===== config.mk =====
export PLATFORM = sky130hd
export DESIGN_NAME = dbgu32_cmd_flat
export DESIGN_NICKNAME = d
export VERILOG_FILES = /design/src/rtl/dbgu32_cmd_if.sv /design/src/rtl/dbgu32_cmd.sv /design/src/flat_wrapper.sv
export SDC_FILE = /design/constraint.sdc
export NUM_CORES = 1
export LEC_CHECK = 0
export CORE_ASPECT_RATIO = 1.25
export CORE_MARGIN = 2
export CORE_UTILIZATION = 54
export DETAILED_ROUTE_END_ITERATION = 7
export PLACE_DENSITY = 0.81
export SYNTH_ARGS = -nofsm -noshare
export SYNTH_HDL_FRONTEND = slang
export SYNTH_SLANG_ARGS = --single-unit
export TNS_END_PERCENT = 5

===== constraint.sdc =====
create_clock -name clk -period 2.7 [get_ports clk]
set_input_delay 0.54 -clock clk [delete_from_list [all_inputs] [get_ports clk]]
set_output_delay 0.54 -clock clk [all_outputs]
set_load 0.05 [all_outputs]

===== src/rtl/dbgu32_cmd_if.sv =====
// Byte-stream, transmitter and debug-memory signals of the dbgu32 command decoder.
interface dbgu32_cmd_if;
  logic [7:0]  rx_data;
  logic        rx_valid;
  logic [7:0]  tx_data;
  logic        tx_start;
  logic        tx_busy;
  logic        dbg_mem_op;
  logic [3:0]  dbg_wren;
  logic [31:0] dbg_adr;
  logic [31:0] dbg_do;
  logic [31:0] dbg_di;
  logic        dbg_mem_ack;
  logic        cpu_n_reset;

  // Decoder side: consumes rx bytes and memory responses, drives tx and memory requests.
  modport master (
    input  rx_data, rx_valid, tx_busy, dbg_di, dbg_mem_ack,
    output tx_data, tx_start, dbg_mem_op, dbg_wren, dbg_adr, dbg_do, cpu_n_reset
  );

  // Environment side: UART and memory arbiter.
  modport slave (
    output rx_data, rx_valid, tx_busy, dbg_di, dbg_mem_ack,
    input  tx_data, tx_start, dbg_mem_op, dbg_wren, dbg_adr, dbg_do, cpu_n_reset
  );
endinterface


===== src/rtl/dbgu32_cmd.sv =====
// dbgu32 command decoder: assembles UART bytes into debug commands, drives the
// debug memory port and CPU reset hold, and returns read words LSB first.
module dbgu32_cmd #(
  parameter int TIMEOUT = 20000,
  parameter int ADR_INC = 4
) (
  input logic          clk,
  input logic          n_reset,
  dbgu32_cmd_if.master bus
);
  localparam int TW = $clog2(TIMEOUT + 1);

  typedef enum logic [2:0] {S_IDLE, S_ARG, S_EXEC, S_MEM, S_TX} state_t;

  state_t      state_q, state_d;
  logic        is_wr_q, is_wr_d;
  logic [31:0] arg_q, arg_d;
  logic [1:0]  cnt_q, cnt_d;
  logic [TW-1:0] tmo_q, tmo_d;
  logic [31:0] ptr_q, ptr_d;
  logic [31:0] rd_q, rd_d;
  logic [1:0]  idx_q, idx_d;
  logic        txw_q, txw_d;
  logic        tx_start_q, tx_start_d;
  logic [7:0]  tx_data_q, tx_data_d;
  logic        mem_op_q, mem_op_d;
  logic [3:0]  wren_q, wren_d;
  logic [31:0] dout_q, dout_d;
  logic        cpu_n_reset_q, cpu_n_reset_d;
  logic [31:0] arg_shift;

  // Arguments arrive LSB first, so each new byte enters at the top.
  assign arg_shift = {bus.rx_data, arg_q[31:8]};

  // Next-state and output decode for the command parser.
  always_comb begin
    state_d       = state_q;
    is_wr_d       = is_wr_q;
    arg_d         = arg_q;
    cnt_d         = cnt_q;
    tmo_d         = tmo_q;
    ptr_d         = ptr_q;
    rd_d          = rd_q;
    idx_d         = idx_q;
    txw_d         = txw_q;
    tx_start_d    = 1'b0;
    tx_data_d     = tx_data_q;
    mem_op_d      = mem_op_q;
    wren_d        = wren_q;
    dout_d        = dout_q;
    cpu_n_reset_d = cpu_n_reset_q;
    case (state_q)
      S_IDLE: begin
        tmo_d = '0;
        if (bus.rx_valid) begin
          case (bus.rx_data)
            8'h01: begin state_d = S_ARG; is_wr_d = 1'b0; cnt_d = 2'd0; end
            8'h02: cpu_n_reset_d = 1'b0;
            8'h03: cpu_n_reset_d = 1'b1;
            8'h04: begin state_d = S_ARG; is_wr_d = 1'b1; cnt_d = 2'd0; end
            8'h05: begin state_d = S_MEM; mem_op_d = 1'b1; wren_d = 4'h0; end
            default: ;
          endcase
        end
      end
      S_ARG: begin
        if (bus.rx_valid) begin
          arg_d = arg_shift;
          cnt_d = cnt_q + 2'd1;
          tmo_d = '0;
          if (cnt_q == 2'd3) begin
            state_d = S_EXEC;
            if (is_wr_q) begin
              mem_op_d = 1'b1;
              wren_d   = 4'hF;
              dout_d   = arg_shift;
            end
          end
        end else if (tmo_q == TW'(TIMEOUT - 1)) begin
          // Silence inside a partial command: drop it without side effects.
          state_d = S_IDLE;
          tmo_d   = '0;
        end else begin
          tmo_d = tmo_q + TW'(1);
        end
      end
      S_EXEC: begin
        if (!is_wr_q) begin
          ptr_d   = arg_q;
          state_d = S_IDLE;
        end else if (bus.dbg_mem_ack) begin
          mem_op_d = 1'b0;
          wren_d   = 4'h0;
          ptr_d    = ptr_q + 32'(ADR_INC);
          state_d  = S_IDLE;
        end
      end
      S_MEM: begin
        if (bus.dbg_mem_ack) begin
          rd_d     = bus.dbg_di;
          mem_op_d = 1'b0;
          ptr_d    = ptr_q + 32'(ADR_INC);
          idx_d    = 2'd0;
          txw_d    = 1'b0;
          state_d  = S_TX;
        end
      end
      S_TX: begin
        // After each start pulse skip one cycle so tx_busy has time to rise.
        if (txw_q) begin
          txw_d = 1'b0;
        end else if (!bus.tx_busy) begin
          tx_start_d = 1'b1;
          tx_data_d  = rd_q[{idx_q, 3'b000} +: 8];
          txw_d      = 1'b1;
          idx_d      = idx_q + 2'd1;
          if (idx_q == 2'd3) state_d = S_IDLE;
        end
      end
      default: state_d = S_IDLE;
    endcase
  end

  // State and registered outputs; reset aborts any request in flight.
  always_ff @(posedge clk or negedge n_reset) begin
    if (!n_reset) begin
      state_q       <= S_IDLE;
      is_wr_q       <= 1'b0;
      arg_q         <= '0;
      cnt_q         <= '0;
      tmo_q         <= '0;
      ptr_q         <= '0;
      rd_q          <= '0;
      idx_q         <= '0;
      txw_q         <= 1'b0;
      tx_start_q    <= 1'b0;
      tx_data_q     <= '0;
      mem_op_q      <= 1'b0;
      wren_q        <= '0;
      dout_q        <= '0;
      cpu_n_reset_q <= 1'b1;
    end else begin
      state_q       <= state_d;
      is_wr_q       <= is_wr_d;
      arg_q         <= arg_d;
      cnt_q         <= cnt_d;
      tmo_q         <= tmo_d;
      ptr_q         <= ptr_d;
      rd_q          <= rd_d;
      idx_q         <= idx_d;
      txw_q         <= txw_d;
      tx_start_q    <= tx_start_d;
      tx_data_q     <= tx_data_d;
      mem_op_q      <= mem_op_d;
      wren_q        <= wren_d;
      dout_q        <= dout_d;
      cpu_n_reset_q <= cpu_n_reset_d;
    end
  end

  assign bus.tx_data     = tx_data_q;
  assign bus.tx_start    = tx_start_q;
  assign bus.dbg_mem_op  = mem_op_q;
  assign bus.dbg_wren    = wren_q;
  assign bus.dbg_adr     = ptr_q;
  assign bus.dbg_do      = dout_q;
  assign bus.cpu_n_reset = cpu_n_reset_q;
endmodule


===== src/flat_wrapper.sv =====
// flat-port wrapper written by rule: the top's interface ports become plain ports
module dbgu32_cmd_flat 
#(
  parameter int TIMEOUT = 20000,
  parameter int ADR_INC = 4
)
  (clk, n_reset, bus_rx_data, bus_rx_valid, bus_tx_busy, bus_dbg_di, bus_dbg_mem_ack, bus_tx_data, bus_tx_start, bus_dbg_mem_op, bus_dbg_wren, bus_dbg_adr, bus_dbg_do, bus_cpu_n_reset);
  dbgu32_cmd_if bus_i ();
  input logic clk;
  input logic n_reset;
  input wire logic [$bits(bus_i.rx_data)-1:0] bus_rx_data;
  input wire logic [$bits(bus_i.rx_valid)-1:0] bus_rx_valid;
  input wire logic [$bits(bus_i.tx_busy)-1:0] bus_tx_busy;
  input wire logic [$bits(bus_i.dbg_di)-1:0] bus_dbg_di;
  input wire logic [$bits(bus_i.dbg_mem_ack)-1:0] bus_dbg_mem_ack;
  output wire logic [$bits(bus_i.tx_data)-1:0] bus_tx_data;
  output wire logic [$bits(bus_i.tx_start)-1:0] bus_tx_start;
  output wire logic [$bits(bus_i.dbg_mem_op)-1:0] bus_dbg_mem_op;
  output wire logic [$bits(bus_i.dbg_wren)-1:0] bus_dbg_wren;
  output wire logic [$bits(bus_i.dbg_adr)-1:0] bus_dbg_adr;
  output wire logic [$bits(bus_i.dbg_do)-1:0] bus_dbg_do;
  output wire logic [$bits(bus_i.cpu_n_reset)-1:0] bus_cpu_n_reset;
  assign bus_i.rx_data = bus_rx_data;
  assign bus_i.rx_valid = bus_rx_valid;
  assign bus_i.tx_busy = bus_tx_busy;
  assign bus_i.dbg_di = bus_dbg_di;
  assign bus_i.dbg_mem_ack = bus_dbg_mem_ack;
  assign bus_tx_data = bus_i.tx_data;
  assign bus_tx_start = bus_i.tx_start;
  assign bus_dbg_mem_op = bus_i.dbg_mem_op;
  assign bus_dbg_wren = bus_i.dbg_wren;
  assign bus_dbg_adr = bus_i.dbg_adr;
  assign bus_dbg_do = bus_i.dbg_do;
  assign bus_cpu_n_reset = bus_i.cpu_n_reset;
  dbgu32_cmd #(.TIMEOUT(TIMEOUT), .ADR_INC(ADR_INC)) u_core (.clk(clk), .n_reset(n_reset), .bus(bus_i));
endmodule

==> run_results.csv, run 1 <==
group,metric,value,unit
yosys,synth_top_area_share,53.64,%
global_routing,use_met3,6.810,%
route,drt-initial-drc-count,487,
pwr,power_frac_clock,36.7,%
die,initial_core_util,55.05,%
yosys,ys_warn_count,0,
setup_path,slowest_delay,860,ps
route,final_antenna_net_count,0,
die,fp.dieH,136.7,um
yosys,yosysSeqAreaShare,53.98,%
global_routing,use_met1,35.86,%
sta,relSlewSlack,57.66,%
yosys,syn_area,0.007605,sq mm
layout,antenna_cells,0,
global_routing,antenna_found_initial,0,
pwr,p_leak,4.327,nW
clocking,numCtsBuffers,17,
setup_path,crit_family,"buffers and inverters",
clocking,postCtsSetupBuffers,0,
global_routing,grt_max_degree,71,
yosys,syn_inst,655,
sta,finClkSkew,9.820,ps
setup_path,crit_chain,"clkdlybuf4s50_1",
clocking,clock-sinks,164,
setup_path,path_buf_inv,1,
clocking,h-tree-depth,4,
setup_path,critPathKind,"register to output port",
clocking,cts_resized,0,
global_routing,grt_pass1_wl,31130,um
yosys,syn_area_per_cell,11.61,sq um
yosys,synth_edf_count,0,
setup_path,crit_required,2160,ps
sta,setup_slack,362.2,ps
setup_path,r2r_cells,5,
clocking,hold_buffers,0,
clocking,root_buffer,"clkbuf_16",
global_routing,use_met2,42.67,%
pwr,ir_worst_vdd,0.4392,mV
setup_path,cp_slowest_cell,"clkdlybuf4s50_1",
sta,fmax,0.4278,GHz
clocking,cts_tree,"done",
route,drc,0,
setup_path,setup.worst_path.start_class,"register",
layout,syn2layout_area_growth,27.25,%
setup_path,endpoint_kind,"output port",
setup_path,crit_arrival,1800,ps
route,dr.pass1.iters,5,
pwr,p_comb_share,17.9,%
place,hpwl,13330,um
yosys,yosysTopAreaCell,"dfrtp_1",
yosys,ys_types,61,
pwr,finalPower,6.543,mW
pwr,sw_frac_of_total,32.20,%
die,pin_count,124,
global_routing,top_usage_layer,"met2",
place,portBuffers,123,
clocking,clk_latency,420,ps
sta,period_needed,2338,ps
place,dp_slack,127.7,ps
route,wl,19040,um
sta,rsz0062_at_grt,"false",
sta,slew_violations,0,
pwr,p_seq_share,45.3,%
die,die_w,110.1,um
yosys,ys_ff_latch,164,
place,gp_congestion,0.9382,
flow_run,maxCapViolCount,0,
layout,nets,830,
setup_path,cp_num_cells,1,
yosys,synth.most_common_cell,"dfrtp_1",
pwr,cellPowerDensity,676.1,mW/mm^2
layout,drive_gt1_share,19.52,%
layout,fillers,1005,
global_routing,gr-total-overflow,0,
global_routing,grt_pass1_vias,6084,
setup_path,worst-path-max-fanout,7,
yosys,synth_ff_type,"dfrtp_1",
clocking,clkSlewWorstSetupHoldPaths,70,ps
global_routing,track_usage,27.05,%
setup_path,r2r_slack,550,ps
sta,worst_pin_slew,635.0,ps
route,via_per_inst,6.150,
sta,post-route-period-util,86.58,%
pwr,power.switching,2.107,mW
die,core.rowCount,48,
yosys,synth_nets,704,
yosys,ys_top_cells_by_area,"dfrtp_1 (54%), mux2_2 (11%), mux2_1 (4.3%)",
run_status,status,"finished clean",
route,avgRoutedWirePerCell,19.65,um
hold_path,hold_path.class,"input pin to async pin",
sta,hold_violations,0,
sta,tns,0,ps
clocking,cts_buffer_depth,2,
route,num_vias,5959,
die,core_area,0.01381,sq mm
yosys,async_flop_share,100.0,%
yosys,synth_common_cells,"dfrtp_1 (163), mux2_2 (76), nand2_1 (42)",
sta,finalSetupViolCount,0,
pwr,internal_power,4.436,mW
die,dieArea,0.01505,sq mm
metrics by stage:
stage	hold WS, ps	utilization [%]	instance area [sq um]	instances
2_1_floorplan	244.4	-	7605	655
4_1_cts	63.06	70.05	9677	969
6_report	50.02	70.05	9677	969
3_3_place_gp	450.7	65.79	9087	937
5_1_grt	83.28	70.05	9677	969
3_5_place_dp	470.4	65.79	9087	937
final timing paths:
| kind | startpoint | to |
|---|---|---|
| worst max-delay path | u_core.bus.dbg_adr[12]$_DFFE_PN0P_ | bus_dbg_adr[12] |
| worst min-delay path | n_reset | u_core.bus.dbg_do[16]$_DFFE_PN0P_ |
| worst max register to register | u_core.state_q[1]$_DFFE_PN0P_ | u_core.bus.dbg_do[3]$_DFFE_PN0P_ |
| worst min register to register | u_core.bus.dbg_do[5]$_DFFE_PN0P_ | u_core.bus.dbg_do[5]$_DFFE_PN0P_ |
| max in group asynchronous | n_reset | u_core.bus.cpu_n_reset$_DFFE_PN1P_ |
| min in group clk | u_core.bus.dbg_do[5]$_DFFE_PN0P_ | u_core.bus.dbg_do[5]$_DFFE_PN0P_ |
placed cells by master, fill, tap and decap left out, types with 5 or more instances in the layout:
cell | Yosys | layout
nor2_1 | 30 | 30
a41oi_1 | 5 | 5
inv_6 | 0 | 7
mux2_1 | 29 | 29
mux2_2 | 76 | 76
nand4_1 | 12 | 12
clkbuf_16 | 0 | 17
inv_1 | 15 | 15
nand2_1 | 42 | 42
o22ai_1 | 15 | 15
and4_1 | 5 | 5
and3_1 | 8 | 8
buf_4 | 4 | 21
a31oi_1 | 11 | 11
nand3_1 | 27 | 27
clkdlybuf4s50_1 | 0 | 122
a2bb2oi_1 | 9 | 9
or3_1 | 8 | 8
mux4_2 | 8 | 8
o21ai_0 | 33 | 33
dfrtp_1 | 163 | 163
a21oi_1 | 39 | 39
nor3_1 | 15 | 15
final cells by class:
cell class              instances  area (sq um)  share of cell area, %
repair buffers                148          1470                  15.19
well taps                     175         219.0                  2.263
clock inverters                15         163.9                  1.694
flip-flops and latches        164          4105                  42.42
inverters                      15         56.30                 0.5818
clock buffers                  17         425.4                  4.396
multi-input cells             435          3237                  33.45
sequential cells by signal (all words and copies together), names as in the netlist:
register and cells:
u_core.cnt_q 2, u_core.txw_q 1, u_core.state_q 3, u_core.bus.dbg_mem_op 1
u_core.bus.dbg_wren 1, u_core.bus.cpu_n_reset 1, u_core.bus.dbg_adr 32, u_core.bus.tx_data 8
u_core.arg_q 32, u_core.is_wr_q 1, u_core.rd_q 32, u_core.idx_q 2
u_core.bus.tx_start 1, u_core.bus.dbg_do 32, u_core.tmo_q 15
power groups by stage:
| stage | clock network, mW | registers (mW) | logic, mW |
|---|---|---|---|
| 3_5_place_dp | 0 | 2.99 | 1.17 |
| 2_1_floorplan | 0 | 3.30 | 0.326 |
| 6_report | 2.40 | 2.97 | 1.17 |
| 3_3_place_gp | 0 | 2.98 | 1.14 |
| 5_1_grt | 2.53 | 2.99 | 1.25 |
| 4_1_cts | 2.43 | 2.95 | 1.18 |
kinds of logic after synthesis:
group | synth area share [%]
AO/OA/AOI/OAI | 11.37
adder cells (fa/ha/maj) | 0.6581
XOR/XNOR | 0.2304
AND/OR/NAND/NOR | 12.03
buffers and inverters | 3.488
multiplexers | 18.25
flip-flops | 53.98
routing by layer:
metal	vias to the layer above	wire length [um]
met5	-	0
met4	0	531
met3	44	1562
met2	270	9440
met1	2960	7509
li1	2685	-
No activity file was read; power rests on OpenSTA's default activity.
==> run 2, diff against run 1 <==
CORE_MARGIN = 1.5   (was 2)
PLACE_DENSITY = not set   (was 0.81)
PLACE_DENSITY_LB_ADDON = 0.08   (was not set)
==> run 2 against run 1 <==
Net effect: total power is 0.93% lower; first-iteration DRC count is 30% lower; setup slack better by 5.5 ps; sequential share of layout area rose by 0.23 points; via count decreased by 3.0%; critical path depth did not move; cell count decreased by 0.72%; combinational power is essentially flat; utilization shrank 0.37 points; largest cell class unchanged; largest power group unchanged.
==> run_results.csv, run 2 (synthesized netlist as in run 1, its figures left out) <==
group,metric,value,unit
route,final_antenna_net_count,0,
clocking,cts_resized,0,
pwr,finalPower,6.482,mW
layout,register_area,0.004105,sq mm
route,drc,0,
setup_path,crit_arrival,1790,ps
clocking,clock-sinks,164,
setup_path,critPathKind,"register to output port",
layout,multi_input_area,0.003237,sq mm
clocking,root_buffer,"clkbuf_16",
global_routing,antenna_found_initial,0,
route,via_per_inst,6.011,
layout,antenna_cells,0,
setup_path,slowest_delay,860,ps
flow_run,maxCapViolCount,0,
pwr,p_leak,4.295,nW
setup_path,worst-path-max-fanout,9,
layout,post-route-cell-area,0.009625,sq mm
pwr,cellPowerDensity,673.4,mW/mm^2
die,dieArea,0.01481,sq mm
sta,worst_pin_slew,643.1,ps
setup_path,cp_num_cells,1,
clocking,hold_buffers,0,
die,die_w,109.1,um
route,dr.pass1.iters,5,
hold_path,hold_path.class,"input pin to async pin",
run_status,status,"finished clean",
pwr,ir_worst_vdd,0.4178,mV
sta,tns,0,ps
setup_path,crit_required,2160,ps
setup_path,endpoint_kind,"output port",
die,initial_core_util,55.05,%
layout,syn2layout_area_growth,26.57,%
sta,rsz0062_at_grt,"false",
place,portBuffers,123,
sta,finalSetupViolCount,0,
clocking,postCtsSetupBuffers,0,
die,core.rowCount,48,
layout,final_common_cell,"dfrtp_1",
place,place_area,0.009047,sq mm
clocking,h-tree-depth,4,
place,gp_congestion,0.8612,
clocking,clkSlewWorstSetupHoldPaths,70,ps
die,fp.dieH,135.7,um
setup_path,cp_slowest_cell,"clkdlybuf4s50_1",
sta,hold_violations,0,
setup_path,crit_family,"buffers and inverters",
sta,slew_violations,0,
global_routing,grt_pass1_vias,5877,
route,avgRoutedWirePerCell,19.09,um
sta,fmax,0.4288,GHz
route,drt-initial-drc-count,341,
clocking,cts_tree,"done",
global_routing,grt_max_degree,60,
setup_path,r2r_cells,6,
die,core_area,0.01381,sq mm
layout,layout.cells.non_filler,962,
sta,period_needed,2332,ps
place,hpwl,12700,um
clocking,numCtsBuffers,17,
layout,drive_gt1_share,18.81,%
place,placed_cells,930,
setup_path,crit_chain,"clkdlybuf4s50_1",
clocking,clk_latency,430,ps
global_routing,track_usage,26.54,%
route,wl,18360,um
setup_path,path_buf_inv,1,
setup_path,setup.worst_path.start_class,"register",
sta,relSlewSlack,57.01,%
sta,post-route-period-util,86.38,%
die,pin_count,124,
layout,final_cell_mix,"dfrtp_1 (163), clkdlybuf4s50_1 (122), mux2_2 (76)",
global_routing,grt_pass1_wl,29870,um
global_routing,gr-total-overflow,0,
route,num_vias,5783,
clocking,cts_buffer_depth,2,
layout,nets,823,
sta,finClkSkew,7.301,ps
layout,fillers,1041,
[run 2: cell count changes in the layout (fill, tap and decap cells not counted), sizes merged]
cell and change:
clkbuf +1, buf -7, inv -1
[run 2: area by class of cell]
class	instances	area share [%]
clock buffer	18	4.563
sequential	164	42.65
inverter	15	0.5849
tap	175	2.275
multi-input combinational	435	33.63
timing repair buffer	141	14.86
clock inverter	14	1.443
[run 2: path summary, 6_finish.rpt]
path | from | to | slack, ps
min | n_reset | u_core.tmo_q[7]$_DFFE_PN0N_ | 70
max in group asynchronous | n_reset | u_core.bus.cpu_n_reset$_DFFE_PN1P_ | 1880
min in group clk | u_core.arg_q[1]$_DFFE_PN0P_ | u_core.bus.dbg_adr[1]$_DFFE_PN0P_ | 480
min reg2reg | u_core.arg_q[1]$_DFFE_PN0P_ | u_core.bus.dbg_adr[1]$_DFFE_PN0P_ | 480
max reg2reg | u_core.state_q[1]$_DFFE_PN0P_ | u_core.bus.dbg_adr[29]$_DFFE_PN0P_ | 550
max | u_core.bus.dbg_adr[8]$_DFFE_PN0P_ | bus_dbg_adr[8] | 370
[run 2: layer usage]
layer | track usage [%] | up-vias | routed length (um)
met2 | 42.40 | 205 | 9052
li1 | - | 2656 | -
met1 | 35.69 | 2895 | 7893
met4 | 8.553 | 0 | 280
met3 | 6.301 | 27 | 1137
met5 | 0 | - | 0
[run 2: through the flow]
stage,hold slack (ps),utilization [%],setup slack [ps]
6_report,74.11,69.68,367.7
5_1_grt,114.5,69.68,310.5
4_1_cts,101.4,69.68,367.0
3_5_place_dp,473.7,65.50,83.83
3_3_place_gp,449.7,65.50,162.7
2_1_floorplan,244.4,-,573.9
[run 2: where the power goes]
group | internal [mW] | total, mW | leakage [nW] | switching (mW)
Clock | 1.32 | 2.36 | 0.282 | 1.04
Sequential | 2.66 | 2.96 | 2.20 | 0.298
Combinational | 0.467 | 1.16 | 1.81 | 0.695
